## config.mk

```make
export PLATFORM = sky130hd
export DESIGN_NAME = apb_req_master
export DESIGN_NICKNAME = d
export VERILOG_FILES = /design/src/rtl/apb_req_master.sv
export SDC_FILE = /design/constraint.sdc
export NUM_CORES = 1
export LEC_CHECK = 0
export BUFFER_PORTS_ARGS = -buffer_cell sky130_fd_sc_hd__buf_2
export CAP_MARGIN = 25
export CORE_MARGIN = 2
export CORE_UTILIZATION = 30
export CTS_CLUSTER_DIAMETER = 200
export DETAILED_ROUTE_END_ITERATION = 8
export HOLD_SLACK_MARGIN = 0.08
export MAX_ROUTING_LAYER = met4
export PLACE_DENSITY = 0.56
export SKIP_CTS_REPAIR_TIMING = 1
export SYNTH_ARGS = -nofsm -noshare
export SYNTH_HDL_FRONTEND = slang
export SYNTH_SLANG_ARGS = --single-unit
```

## constraint.sdc

```tcl
create_clock -name clk -period 2.1 [get_ports clk]
set_clock_uncertainty 0.05 [all_clocks]
set_input_delay 0.42 -clock clk [delete_from_list [all_inputs] [get_ports clk]]
set_output_delay 0.42 -clock clk [all_outputs]
set_load 0.02 [all_outputs]
```

## src/rtl/apb_req_master.sv

```systemverilog
// rtl/apb_req_master.sv - Command/response to APB requester, one transfer outstanding.
// Optional ACCESS-phase abort is built only when APB_TIMEOUT_EN is defined.
module apb_req_master #(
    parameter int unsigned TIMEOUT_CYCLES = 1023
) (
    input  logic        clk,
    input  logic        rst_n,
    input  logic        cmd_valid,
    output logic        cmd_ready,
    input  logic [20:0] cmd_addr,
    input  logic        cmd_write,
    input  logic [15:0] cmd_wdata,
    output logic        rsp_valid,
    input  logic        rsp_ready,
    output logic [15:0] rsp_rdata,
    output logic        rsp_err,
    output logic        rsp_timeout,
    output logic [20:0] req_paddr,
    output logic        req_pwrite,
    output logic        req_psel,
    output logic        req_penable,
    output logic [15:0] req_pwdata,
    input  logic        req_pready,
    input  logic [15:0] req_prdata,
    input  logic        req_pslverr
);

    typedef enum logic [1:0] {
        IDLE   = 2'd0,
        SETUP  = 2'd1,
        ACCESS = 2'd2,
        RESP   = 2'd3
    } state_t;

    state_t state;
    state_t state_next;

    logic cmd_fire;
    logic rsp_fire;
    logic access_done;
    logic timeout_hit;

    assign cmd_fire    = cmd_valid && (state == IDLE);
    assign rsp_fire    = rsp_ready && (state == RESP);
    assign access_done = (state == ACCESS) && req_pready;

`ifdef APB_TIMEOUT_EN
    localparam logic [15:0] TIMEOUT_LAST = 16'(TIMEOUT_CYCLES - 1);

    logic [15:0] timeout_cnt;

    // The abort fires on the ACCESS cycle that would bring the wait count to
    // TIMEOUT_CYCLES, so exactly TIMEOUT_CYCLES ACCESS cycles are spent.
    always_ff @(posedge clk) begin
        if (!rst_n) begin
            timeout_cnt <= 16'd0;
        end else if (cmd_fire || (state == SETUP)) begin
            timeout_cnt <= 16'd0;
        end else if ((state == ACCESS) && !req_pready) begin
            timeout_cnt <= timeout_cnt + 16'd1;
        end
    end

    assign timeout_hit = (state == ACCESS) && !req_pready && (timeout_cnt == TIMEOUT_LAST);
`else
    assign timeout_hit = 1'b0;
`endif

    always_ff @(posedge clk) begin
        if (!rst_n) begin
            state <= IDLE;
        end else begin
            state <= state_next;
        end
    end

    always_comb begin
        state_next  = state;
        cmd_ready   = 1'b0;
        rsp_valid   = 1'b0;
        req_psel    = 1'b0;
        req_penable = 1'b0;
        case (state)
            IDLE: begin
                cmd_ready = 1'b1;
                if (cmd_valid) begin
                    state_next = SETUP;
                end
            end
            SETUP: begin
                req_psel   = 1'b1;
                state_next = ACCESS;
            end
            ACCESS: begin
                req_psel    = 1'b1;
                req_penable = 1'b1;
                if (req_pready || timeout_hit) begin
                    state_next = RESP;
                end
            end
            RESP: begin
                rsp_valid = 1'b1;
                if (rsp_ready) begin
                    state_next = IDLE;
                end
            end
            default: state_next = IDLE;
        endcase
    end

    // Request fields hold the last accepted command until the next one.
    always_ff @(posedge clk) begin
        if (!rst_n) begin
            req_paddr  <= 21'd0;
            req_pwrite <= 1'b0;
            req_pwdata <= 16'd0;
        end else if (cmd_fire) begin
            req_paddr  <= cmd_addr;
            req_pwrite <= cmd_write;
            req_pwdata <= cmd_wdata;
        end
    end

    always_ff @(posedge clk) begin
        if (!rst_n) begin
            rsp_rdata   <= 16'd0;
            rsp_err     <= 1'b0;
            rsp_timeout <= 1'b0;
        end else if (access_done) begin
            rsp_rdata   <= req_pwrite ? 16'd0 : req_prdata;
            rsp_err     <= req_pslverr;
            rsp_timeout <= 1'b0;
        end else if (timeout_hit) begin
            rsp_rdata   <= 16'd0;
            rsp_err     <= 1'b1;
            rsp_timeout <= 1'b1;
        end
    end

    logic unused_rsp_fire;
    assign unused_rsp_fire = rsp_fire;

endmodule

```

; Word level (Yosys, flattened, before mapping)
; Index checks and enable logic that the tools add are counted.
[word_totals]
ff_bits = 57
mem_count = 0
out_inout_bits = 60
inputBits = 60
mem_bits_rw = 0
romBits = 0
latch_bits = 0
elab_cells = 26
[classes]
add_sub_neg = 0
n_bitwise = 0
multipliers = 0
shift = 0
n_lt_le_gt_ge = 0
mux = 9
div = 0
reduce_logical = 5
n_eq_ne = 6
[ops]
columns = cell, count
row1 = $mux 16, 1
row2 = $pmux 2 s4, 1
row3 = $mux 2, 3
row4 = $ne 2x2->1 const B, 3
row5 = $eq 2x2->1 const B, 2
row6 = $mux 1, 4
row7 = $reduce_and 3->1, 1
row8 = $eq 2x1->1 const B, 1
row9 = $logic_and 1x1->1, 2
row10 = $logic_not 2->1, 1
row11 = $reduce_or 2->1, 1

; Logic depth before layout (Yosys ltp)
[depth]
depth_word = 3
mapped_depth = 7

; Least setup slack after synthesis
; Ideal clock, no wire load.
[synth_path]
path_kind = flip-flop to flip-flop
startpoint = register state[0]
endpoint = register req_paddr[0]
path_slack_ns = 0.536
path_buffers = 2
path_stages_with_launch = 8
synth_period_minus_slack_ns = 1.564
arrival_ns = 1.439
required_time_ns = 1.974
cell_sequence = dfxtp_1 inv_1 ha_1 nand2_1 buf_2 clkbuf_1 nand2_1 a21boi_0
[synth_between]
elab_chain_cells = 2
[synth_lines]
columns = element, line_no
row1 = "start, declared", 35  ; state_t state;
row2 = "start signal, assigned", 73  ; state <= state_next;
row3 = $logic_not 2->1, 43  ; assign cmd_fire = cmd_valid && (state == IDLE);
row4 = $logic_and 1x1->1, 43
row5 = "end signal, assigned", 118  ; req_paddr <= cmd_addr;
row6 = "end, declared", 18  ; output logic [20:0] req_paddr,
; Every way passes these cells.
; A chain may end at the register's enable or synchronous reset.

; Worst setup path after layout
[layout_path]
startpoint = register state[0]
endpoint = output port req_psel
[layout_between]
elab_chain_cells = 3
[layout_lines]
columns = element, line_no
row1 = $eq 2x2->1 / $eq 2x1->1 (equally long branches), 83  ; case (state)
row2 = $reduce_or 2->1 (no source line) (*), -
row3 = $mux 1 (*), 83
row4 = "end, declared", 20  ; output logic req_psel,
; Every way passes the cells marked *; elsewhere a longest branch is shown, timed or not.

==> flow_metrics.tcl <==
set metrics [dict create \
    setup_tns_ps 0 \
    rsz0062_at_grt "no" \
    synth_cells 262 \
    power_density_mw_per_mm2 1110 \
    row_count 31 \
    ioPinCount 120 \
    end_kind "output pin" \
    vias 2148 \
    yosys.area.top_type "dfxtp_1" \
    seq_area_mm2 0.00114 \
    drtIter0Drc 75 \
    numCtsBuffers 9 \
    grt_usage_pct 14.9 \
    die_h_um 90.9 \
    max_cap_viol_count 0 \
    diodes 0 \
    cts_max_level 3 \
    worstPathArrival_ps 1230 \
    synth.most_common_cell "nand2_1" \
    drc 0 \
    synthArstFlopShare_pct 0 \
    slowest_delay_ps 350 \
    start_util_pct 31.0 \
    synth.area.top_cells "dfxtp_1, a21boi_0, nand2_1, nand4b_1, clkbuf_1" \
    synthTopCellsByCount "nand2_1, dfxtp_1, a21boi_0" \
    finalCritPeriodShare_pct 80.8 \
    drt_wl_total_um 5840 \
    antenna_found_initial 0 \
    max-slew-margin-rel_pct 60.4 \
    core_area_mm2 0.00729 \
    period_needed_ps 1700 \
    grt_overflow 0 \
    io_buffers 118 \
    place_congestion 0.695 \
    crit_required_ps 1630 \
    area_growth_syn_to_layout_pct 38.5 \
    syn-cell-area_mm2 0.00226 \
    cp_slowest_cell "dfxtp_1" \
    ant_nets 0 \
    path_delay_family "flip-flops" \
    clock-root-buffer "clkbuf_8" \
    dieArea_mm2 0.00826 \
    grt_pass1_wl_um 9530 \
    power.leakage_nw 1.45 \
    setup_viol 0 \
    power.total_mw 3.49 \
    synth.avg_cell_area_um2 8.64 \
    place_hpwl_um 4100 \
    ys_types 16 \
    slew_viol_final 0 \
    vdd_drop_max_mv 0.438 \
    holdWs_ps 283 \
    nets 440 \
    grt_start_max_net_pins 34 \
    multi_input_area_mm2 0.00101 \
    synth_fp_nets 325 \
    dr.pass1.iters 4 \
    worstMarginPinSlew_ps 593 \
    timing.fmax_mhz 589 \
    outcome "complete, no violations" \
    path_max_fanout 3 \
    cts_sinks 57 \
    hold_violations 0 \
    final_util_pct 43.0 \
    path_cells "inv_1 > ha_1 > buf_2" \
    ys.flop_type "dfxtp_1" \
    path_clk_slew_ps 60 \
    fillers 770 \
    hold_class "input port to flop" \
    yosys_warnings 0 \
    critPathBufInv 2 \
    yosysSeqAreaShare_pct 50.4 \
    wl_per_cell_um 12.1 \
    ys_ff_latch 57 \
    critPathLaunchType "flop" \
    netlist.area_leader.share_pct 50.4 \
    grt_pass1_vias 2087 \
    drive_gt1_share_pct 36.6 \
    clock_path_buffers 2 \
    synth_edf_count 0 \
    vias_per_cell 4.47 \
    cts_tree "built" \
    critical_path_class "flop to output pin" \
    insertion_delay_ps 330 \
    die_width_um 90.9 \
]
[flip-flops by register name, summed over array words and instances, names as in the netlist]
| name | count |
|---|---|
| req_paddr | 21 |
| req_pwdata | 16 |
| req_pwrite | 1 |
| rsp_err | 1 |
| rsp_rdata | 16 |
| state | 2 |
[placed cells by master, fill, tap and decap left out, types with 3 or more instances in the layout]
master,n
inv_1,4
clkinv_2,3
buf_4,5
nand4b_1,16
a21boi_0,55
dfxtp_1,57
buf_2,118
nand2_1,98
ha_1,3
clkbuf_8,11
[cell type report]
cell class | count | share of cell area [%]
multi-input cells | 179 | 32.2
well taps | 99 | 3.95
flip-flops and latches | 57 | 36.4
repair buffers | 125 | 21.3
clock buffers | 13 | 5.07
inverters | 5 | 0.599
clock inverters | 3 | 0.479
[power by group]
part	switching (mW)	total, mW	leakage, nW	internal, mW
Sequential	0.0922	1.36	0.466	1.27
Clock	0.409	0.896	0.0932	0.487
Combinational	0.796	1.23	0.892	0.434
[metal layers]
layer	vias to the layer above	wire length [um]	GRT usage, %
li1	1092	-	-
met1	958	2670	18.3
met2	89	2500	22.0
met3	9	579	5.09
met4	0	94	6.82
met5	-	0	-
[logic make-up after synthesis]
logic type | after synthesis | synth area share, %
simple gates | 116 | 22.9
fa+ha+maj | 3 | 1.66
other cells | 1 | 0.166
buf+inv | 26 | 5.03
flops | 57 | 50.4
compound gates | 57 | 18.9
mux | 2 | 0.885
[through the flow]
step	std cells	worst slack, ps	cell area [um^2]
finish	481	402	3130
global route	481	321	3130
CTS	481	363	3130
detailed placement	465	534	2960
global placement	465	561	2960
floorplan	262	536	2260
[path summary, 6_finish.rpt]
kind / to / depth (start not counted) / from / slack, ps
setup / recovery: req_psel / 3 / state[0] / 400
hold / removal: req_paddr[6] / 3 / cmd_addr[6] / 280
setup reg to reg: rsp_rdata[2] / 5 / state[0] / 560
hold reg to reg: rsp_rdata[10] / 2 / rsp_rdata[10] / 410
[worst register-to-register path: stages (launching register included)]
cell	delay (ps)
dfxtp_1	350
inv_1	70
ha_1	250
nand2_1	470
nand2_1	120
a21boi_0	170
Power figures use the tool's default switching activity.
